[src/rtl/updown_toggle_counter_if.sv]
// Signal bundle for updown_toggle_counter: the two toggle request levels in,
// and the registered count and event pulses out.
interface updown_toggle_counter_if #(
  parameter int WIDTH = 4
);
  logic             plus_toggle;
  logic             minus_toggle;
  logic [WIDTH-1:0] count;
  logic             up_pulse;
  logic             down_pulse;
  logic             carry;
  logic             borrow;

  modport master (
    output plus_toggle, minus_toggle,
    input  count, up_pulse, down_pulse, carry, borrow
  );

  modport slave (
    input  plus_toggle, minus_toggle,
    output count, up_pulse, down_pulse, carry, borrow
  );
endinterface

[src/rtl/updown_toggle_counter.sv]
// Up/down counter driven by level-toggle requests from another clock domain.
// Define UPDOWN_SATURATE_EN to saturate at 0/MAXVAL instead of wrapping.
//
// state    | meaning
// DISARMED | reset just released; events discarded
// ARM1     | synchronizers still filling; events discarded
// ARMED    | normal operation until the next reset
module updown_toggle_counter #(
  parameter int WIDTH  = 4,
  parameter int MAXVAL = 9
) (
  input  logic clk,
  input  logic rst_n,
  updown_toggle_counter_if.slave bus
);

  typedef enum logic [1:0] {
    DISARMED = 2'd0,
    ARM1     = 2'd1,
    ARMED    = 2'd2
  } arm_state_t;

  localparam logic [WIDTH-1:0] C_MAX = WIDTH'(MAXVAL);
`ifdef UPDOWN_SATURATE_EN
  localparam logic [WIDTH-1:0] C_AFTER_MAX  = C_MAX;
  localparam logic [WIDTH-1:0] C_AFTER_ZERO = '0;
`else
  localparam logic [WIDTH-1:0] C_AFTER_MAX  = '0;
  localparam logic [WIDTH-1:0] C_AFTER_ZERO = C_MAX;
`endif

  logic [1:0]       r_plus_sync;
  logic [1:0]       r_minus_sync;
  logic             r_plus_prev;
  logic             r_minus_prev;
  logic             r_released;
  arm_state_t       r_state;
  logic [WIDTH-1:0] r_count;
  logic             r_up;
  logic             r_down;
  logic             r_carry;
  logic             r_borrow;

  arm_state_t       w_state_nxt;
  logic [WIDTH-1:0] w_count_nxt;
  logic             w_up;
  logic             w_down;
  logic             w_carry;
  logic             w_borrow;
  logic             w_plus_evt;
  logic             w_minus_evt;

  assign w_plus_evt  = r_plus_sync[1]  ^ r_plus_prev;
  assign w_minus_evt = r_minus_sync[1] ^ r_minus_prev;

  always_ff @(posedge clk or negedge rst_n) begin
    if (!rst_n) begin
      r_plus_sync  <= '0;
      r_minus_sync <= '0;
      r_plus_prev  <= 1'b0;
      r_minus_prev <= 1'b0;
      r_released   <= 1'b0;
      r_state      <= DISARMED;
      r_count      <= '0;
      r_up         <= 1'b0;
      r_down       <= 1'b0;
      r_carry      <= 1'b0;
      r_borrow     <= 1'b0;
    end else begin
      r_plus_sync  <= {r_plus_sync[0], bus.plus_toggle};
      r_minus_sync <= {r_minus_sync[0], bus.minus_toggle};
      r_plus_prev  <= r_plus_sync[1];
      r_minus_prev <= r_minus_sync[1];
      r_released   <= 1'b1;
      r_state      <= w_state_nxt;
      r_count      <= w_count_nxt;
      r_up         <= w_up;
      r_down       <= w_down;
      r_carry      <= w_carry;
      r_borrow     <= w_borrow;
    end
  end

  // The first edge after release only notes that reset is gone, so the
  // arm window spans the cycle in which a level already held high during
  // reset emerges from the synchronizer as a spurious event.
  always_comb begin
    w_state_nxt = r_state;
    w_count_nxt = r_count;
    w_up        = 1'b0;
    w_down      = 1'b0;
    w_carry     = 1'b0;
    w_borrow    = 1'b0;
    case (r_state)
      DISARMED: if (r_released) w_state_nxt = ARM1;
      ARM1:     w_state_nxt = ARMED;
      ARMED: begin
        w_state_nxt = ARMED;
        if (w_plus_evt && !w_minus_evt) begin
          w_up = 1'b1;
          if (r_count == C_MAX) begin
            w_carry     = 1'b1;
            w_count_nxt = C_AFTER_MAX;
          end else begin
            w_count_nxt = r_count + WIDTH'(1);
          end
        end else if (w_minus_evt && !w_plus_evt) begin
          w_down = 1'b1;
          if (r_count == '0) begin
            w_borrow    = 1'b1;
            w_count_nxt = C_AFTER_ZERO;
          end else begin
            w_count_nxt = r_count - WIDTH'(1);
          end
        end
      end
      default:  w_state_nxt = DISARMED;
    endcase
  end

  assign bus.count      = r_count;
  assign bus.up_pulse   = r_up;
  assign bus.down_pulse = r_down;
  assign bus.carry      = r_carry;
  assign bus.borrow     = r_borrow;

endmodule

[src/flat_wrapper.sv]
// flat-port wrapper written by rule: the top's interface ports become plain ports
module updown_toggle_counter_flat 
#(
  parameter int WIDTH  = 4,
  parameter int MAXVAL = 9
)
  (clk, rst_n, bus_plus_toggle, bus_minus_toggle, bus_count, bus_up_pulse, bus_down_pulse, bus_carry, bus_borrow);
  updown_toggle_counter_if #(.WIDTH(WIDTH)) bus_i ();
  input  logic clk;
  input  logic rst_n;
  input wire logic [$bits(bus_i.plus_toggle)-1:0] bus_plus_toggle;
  input wire logic [$bits(bus_i.minus_toggle)-1:0] bus_minus_toggle;
  output wire logic [$bits(bus_i.count)-1:0] bus_count;
  output wire logic [$bits(bus_i.up_pulse)-1:0] bus_up_pulse;
  output wire logic [$bits(bus_i.down_pulse)-1:0] bus_down_pulse;
  output wire logic [$bits(bus_i.carry)-1:0] bus_carry;
  output wire logic [$bits(bus_i.borrow)-1:0] bus_borrow;
  assign bus_i.plus_toggle = bus_plus_toggle;
  assign bus_i.minus_toggle = bus_minus_toggle;
  assign bus_count = bus_i.count;
  assign bus_up_pulse = bus_i.up_pulse;
  assign bus_down_pulse = bus_i.down_pulse;
  assign bus_carry = bus_i.carry;
  assign bus_borrow = bus_i.borrow;
  updown_toggle_counter #(.WIDTH(WIDTH), .MAXVAL(MAXVAL)) u_core (.clk(clk), .rst_n(rst_n), .bus(bus_i));
endmodule
[config.mk]
export PLATFORM = sky130hd
export DESIGN_NAME = updown_toggle_counter_flat
export DESIGN_NICKNAME = d
export VERILOG_FILES = /design/src/rtl/updown_toggle_counter_if.sv /design/src/rtl/updown_toggle_counter.sv /design/src/flat_wrapper.sv
export SDC_FILE = /design/constraint.sdc
export NUM_CORES = 1
export LEC_CHECK = 0
export ABC_AREA = 1
export BUFFER_PORTS_ARGS = -buffer_cell sky130_fd_sc_hd__buf_2
export CAP_MARGIN = 30
export CORE_UTILIZATION = 45
export DETAILED_ROUTE_END_ITERATION = 8
export GPL_ROUTABILITY_DRIVEN = 1
export PLACE_DENSITY = 0.66
export SYNTH_ARGS = -nofsm -noshare
export SYNTH_HDL_FRONTEND = slang
export SYNTH_SLANG_ARGS = --single-unit
[constraint.sdc]
create_clock -name clk -period 1.86 [get_ports clk]
set_input_delay 0.372 -clock clk [delete_from_list [all_inputs] [get_ports clk]]
set_output_delay 0.372 -clock clk [all_outputs]
set_load 0.02 [all_outputs]
# Yosys cells after proc, flatten, opt, wreduce, memory -nomap -nowiden
# Index checks and enable logic that the tools add are counted.
word_totals:
  reg_bits: 17
  input_bits: 4
  output_inout_bits: 8
  elab_cells: 46
op_classes:
  addsub: 2
  n_eq_ne: 4
  mux: 18
  bitwise: 2
  reduce_logical: 9
ops:
  columns: ["operator", "n"]
  rows:
  - ["$mux W4", 4]
  - ["$mux W1", 12]
  - ["$add A4 B1 Y4 const B", 1]
  - ["$eq A4 B4 Y1 const B", 1]
  - ["$logic_not A4 Y1", 1]
  - ["$pmux W2 S2", 1]
  - ["$sub A4 B1 Y4 const B", 1]
  - ["$eq A2 B1 Y1 const B", 1]
  - ["$eq A2 B2 Y1 const B", 1]
  - ["$logic_and A1 B1 Y1", 2]
  - ["$logic_not A1 Y1", 2]
  - ["$logic_not A2 Y1", 1]
  - ["$mux W2", 1]
  - ["$ne A2 B1 Y1 const B", 1]
  - ["$reduce_and A2 Y1", 1]
  - ["$reduce_bool A2 Y1", 1]
  - ["$reduce_or A2 Y1", 1]
  - ["$xor A1 B1 Y1", 2]

# Logic depth before layout (Yosys ltp)
logic_depth:
  depth_word: 6
  mapped_depth: 8
  ltp_nobuf: 8

# Least setup slack after synthesis
# Ideal clock, no wire load.
synth_timing:
  path_kind: "reg2reg"
  from: "reg u_core.r_plus_prev"
  to: "reg u_core.r_count[2], in the netlist u_core.bus.count[2]"
  arrival_time_ns: 1.291
  required_time_ns: 1.732
  setup_slack_ns: 0.441
  path_stages_with_launch: 8
  path_buffers: 0
  period_less_slack_ns: 1.419
  cell_sequence: "dfrtp_1 > xor2_1 > inv_1 > ha_1 > nor2_4 > inv_1 > a21oi_1 > o21ai_0"
synth_via:
  elab_chain_cells: 5
  elab_cells_between_ends: 7
  classes_between: "1 x mux; 1 x bitwise; 5 x reduce/logical"
synth_lines:
  columns: ["item", "line", "source"]
  rows:
  - ["from (decl)", "updown_toggle_counter.sv:34", "logic r_plus_prev;"]
  - ["from (signal assigned)", "updown_toggle_counter.sv:72", "r_plus_prev <= r_plus_sync[1];"]
  - ["$xor A1 B1 Y1 (*)", "updown_toggle_counter.sv:53", "assign w_plus_evt = r_plus_sync[1] ^ r_plus_prev;"]
  - ["$logic_not A1 Y1", "updown_toggle_counter.sv:107", "end else if (w_minus_evt && !w_plus_evt) begin"]
  - ["$logic_and A1 B1 Y1", "updown_toggle_counter.sv:107", null]
  - ["$reduce_bool A2 Y1 (no source line)", null, null]
  - ["$reduce_and A2 Y1 (no source line)", null, null]
  - ["to (signal assigned)", "updown_toggle_counter.sv:76", "r_count <= w_count_nxt;"]
  - ["to (decl)", "updown_toggle_counter.sv:38", "logic [WIDTH-1:0] r_count;"]
# Mark *: on every way between the ends. The rest lies on a longest branch, timed or not.
# A chain may end at the register's enable or synchronous reset.

# Final worst setup path
layout_timing:
  from: "reg u_core.r_plus_sync[1]"
  to: "reg u_core.r_count[2], in the netlist u_core.bus.count[2]"
layout_via:
  elab_chain_cells: 5
  elab_cells_between_ends: 7
  classes_between: "1 x mux; 1 x bitwise; 5 x reduce/logical"
layout_lines:
  columns: ["item", "line", "source"]
  rows:
  - ["from (decl)", "updown_toggle_counter.sv:32", "logic [1:0] r_plus_sync;"]
  - ["from (signal assigned)", "updown_toggle_counter.sv:70", "r_plus_sync <= {r_plus_sync[0], bus.plus_toggle};"]
  - ["$xor A1 B1 Y1 (*)", "updown_toggle_counter.sv:53", null]
  - ["$logic_not A1 Y1", "updown_toggle_counter.sv:107", null]
  - ["$logic_and A1 B1 Y1", "updown_toggle_counter.sv:107", null]
  - ["$reduce_bool A2 Y1 (no source line)", null, null]
  - ["$reduce_and A2 Y1 (no source line)", null, null]
# Marked as above.

==> results.py <==
metrics = {
    "critical_path": {
        "end_kind": "flop",
        "critPathMaxStageDelay_ns": 0.40,
        "cp_slowest_cell": "dfrtp_1",
        "critPathKind": "reg2reg",
        "cp_data_required_time_ns": 2.03,
        "cp_cell_sequence": "xor2_1, inv_1, ha_1, nor2_4, inv_1, a21oi_1, o21ai_0",
        "crit_arrival_ns": 1.74,
        "critPathMaxFanout": 6,
        "cpMostUsedCell": "inv_1",
        "critPathLaunchType": "flop",
    },
    "grt": {
        "grt_pass1_wl_um": 2100,
        "grt_antenna_before_repair": 0,
        "grt_max_degree": 18,
        "grt_pass1_vias": 510,
        "track_usage": 0.153,
        "overflow": 0,
    },
    "power_and_ir_drop": {
        "seqPwrFrac": 0.431,
        "netSwitchingPower_uw": 524,
        "p_comb_frac": 0.420,
        "switching_share": 0.422,
        "p_clk_frac": 0.149,
        "vdd_ir_drop_max_v": 0.000759,
        "power_density_nw_per_um2": 1400,
        "p_int_uw": 717,
        "leakage_nw": 0.502,
    },
    "synth": {
        "syn_area_per_cell_um2": 8.84,
        "ys_ff_latch": 17,
        "synth_seq_area_share": 0.547,
        "synth_cell_types": 15,
        "synth.cell_area_um2": 778,
        "ys_top_cells_by_area": "dfrtp_1, nand2_1, ha_1, inv_1, nor2_1",
        "ys.warnings.count": 0,
        "synth_top_area_cell": "dfrtp_1",
        "synth_top_area_frac": 0.547,
        "syn_nets": 97,
        "synthCells": 88,
    },
    "drt": {
        "via_per_inst": 4.75,
        "drc": 0,
        "wl_per_cell_um": 10.1,
        "firstDrtPassIters": 3,
        "drt_wl_total_um": 1220,
        "drt_iter0_drc": 8,
        "ant_nets": 0,
        "via_count": 570,
    },
    "timing": {
        "skew_ns": 0.00642,
        "drv_slew": 0,
        "period_needed_ns": 1.57,
        "fin_setup_tns_ns": 0,
        "fmax_mhz": 636,
        "hold_ws_ns": 0.188,
        "rsz0062_at_grt": "no",
        "setup_viol_count_final": 0,
        "hold_violations": 0,
        "timing.final.ws_setup_ns": 0.288,
        "fin_crit_sh": 0.845,
    },
    "clock_tree": {
        "cts-root-buf": "clkbuf_4",
        "cts_sinks": 17,
        "clock_latency_ns": 0.28,
        "clk_path_buf_depth": 2,
        "ctsResizeCount": 0,
        "h-tree-depth": 1,
        "cts_tree": "done",
        "cts.clk_slew.worst_paths_ns": 0.09,
        "cts_made_buffers": 3,
    },
    "floorplanning": {
        "row_count": 14,
        "die-area_um2": 1900,
        "die_x_um": 43.6,
        "initial_core_util": 0.499,
        "core-area_um2": 1560,
        "die_h_um": 43.6,
        "io_pins": 12,
    },
    "placement": {
        "dp.cells": 115,
        "place_area_um2": 853,
        "portBuffers": 11,
        "pre_cts_ws_ns": 0.296,
        "place.gp.congestion": 0.773,
        "place_hpwl_um": 907,
    },
    "finish": {
        "nNetsFinal": 114,
        "fin_area_um2": 890,
        "diodes": 0,
        "instances_no_fill": 120,
        "syn_to_final_growth_pct": 14.3,
        "drive_gt1_frac": 0.163,
    },
    "min_path": {
        "hold_path_class": "in2reg",
    },
    "status": {
        "status": "complete, no violations",
    },
    "job": {
        "drv_cap": 0,
    },
}
[registers in the layout, summed over array words and instances (netlist names), 2 cells and up]
signal               flops
u_core.bus.count         4
u_core.r_minus_sync      2
u_core.r_plus_sync       2
u_core.r_state           2
[cell usage in the layout, fill, tap and decap left out, drive strengths merged]
cell         instances
nand3                6
buf                 11
nand2               23
ha                   5
dlygate4sd3          1
xor2                 2
nor2                13
dfrtp               17
nand4                2
inv                 14
o21ai                3
xnor2                1
a21oi                1
conb                 1
clkbuf               4
[power groups by stage]
stage	Clock [mW]	Sequential [mW]	Combinational [mW]
after floorplan	0	0.584	0.342
after global placement	0	0.538	0.510
after detailed placement	0	0.541	0.525
after CTS	0.193	0.533	0.528
after global routing	0.209	0.549	0.604
final	0.185	0.535	0.521
[logic make-up (layout without fill, tap and decap cells)]
family	Yosys count	after routing	synth area share
and+or+nand+nor	44	44	0.241
DFF	17	17	0.547
buffers and inverters	14	30	0.0675
adders and majority gates	5	5	0.0804
AOI/OAI and AO/OA	4	4	0.0257
xor gates and xnor gates	3	3	0.0338
other	1	1	0.00482
[repair_timing]
action / in CTS / in global routing
hold endpoints to repair: 17 / 0
hold buffers: 1 / 0
buffers inserted: 0 / 0
[worst paths after layout]
kind	start	to	slack, ns	depth (start not counted)
worst max-delay path	u_core.r_plus_sync[1]$_DFF_PN0_	u_core.bus.count[2]$_DFFE_PN0P_	0.29	7
worst min-delay path	bus_plus_toggle	u_core.r_plus_sync[0]$_DFF_PN0_	0.19	1
worst max register to register	u_core.r_plus_sync[1]$_DFF_PN0_	u_core.bus.count[2]$_DFFE_PN0P_	0.29	7
worst min register to register	u_core.r_minus_sync[0]$_DFF_PN0_	u_core.r_minus_sync[1]$_DFF_PN0_	0.36	0
max in group asynchronous	rst_n	u_core.bus.count[0]$_DFFE_PN0P_	1.07	2
min in group asynchronous	rst_n	u_core.r_plus_sync[0]$_DFF_PN0_	0.52	2
[per-stage QoR]
step,utilization,power (mW)
2_1_floorplan,-,0.926
3_3_place_gp,0.547,1.05
3_5_place_dp,0.547,1.07
4_1_cts,0.571,1.25
5_1_grt,0.571,1.36
6_report,0.571,1.24
[layout make-up]
type,instances,area (µm²)
Multi-Input combinational cell,57,300
Sequential cell,17,425
Tap cell,16,20.0
Clock buffer,4,26.3
Fill cell,143,669
Inverter,14,52.6
Timing Repair Buffer,12,65.1
[layer usage]
layer	vias up	wire, µm	GRT usage	part of all wire
li1	297	-	-	-
met2	11	577	0.257	0.47
met3	2	54	0.0625	0.044
met1	260	574	0.183	0.47
met4	0	9	0.0375	0.0074
met5	-	0	0	0
[worst max-delay path, delay by kind of cell, from the launching register on]
| kind | cells | cell delay [ns] |
|---|---|---|
| AOI/OAI and AO/OA | 2 | 0.19 |
| xor gates and xnor gates | 1 | 0.22 |
| adders and majority gates | 1 | 0.32 |
| buffers and inverters | 2 | 0.14 |
| DFF | 1 | 0.40 |
| and+or+nand+nor | 1 | 0.18 |
[cell usage after synthesis]
cell type and number:
a21oi_1 1, conb_1 1, dfrtp_1 17, ha_1 5
inv_1 13, inv_2 1, nand2_1 22, nand2_2 1
nand3_1 6, nand4_1 2, nor2_1 12, nor2_4 1
o21ai_0 3, xnor2_1 1, xor2_1 2
Power figures use the tool's default switching activity.
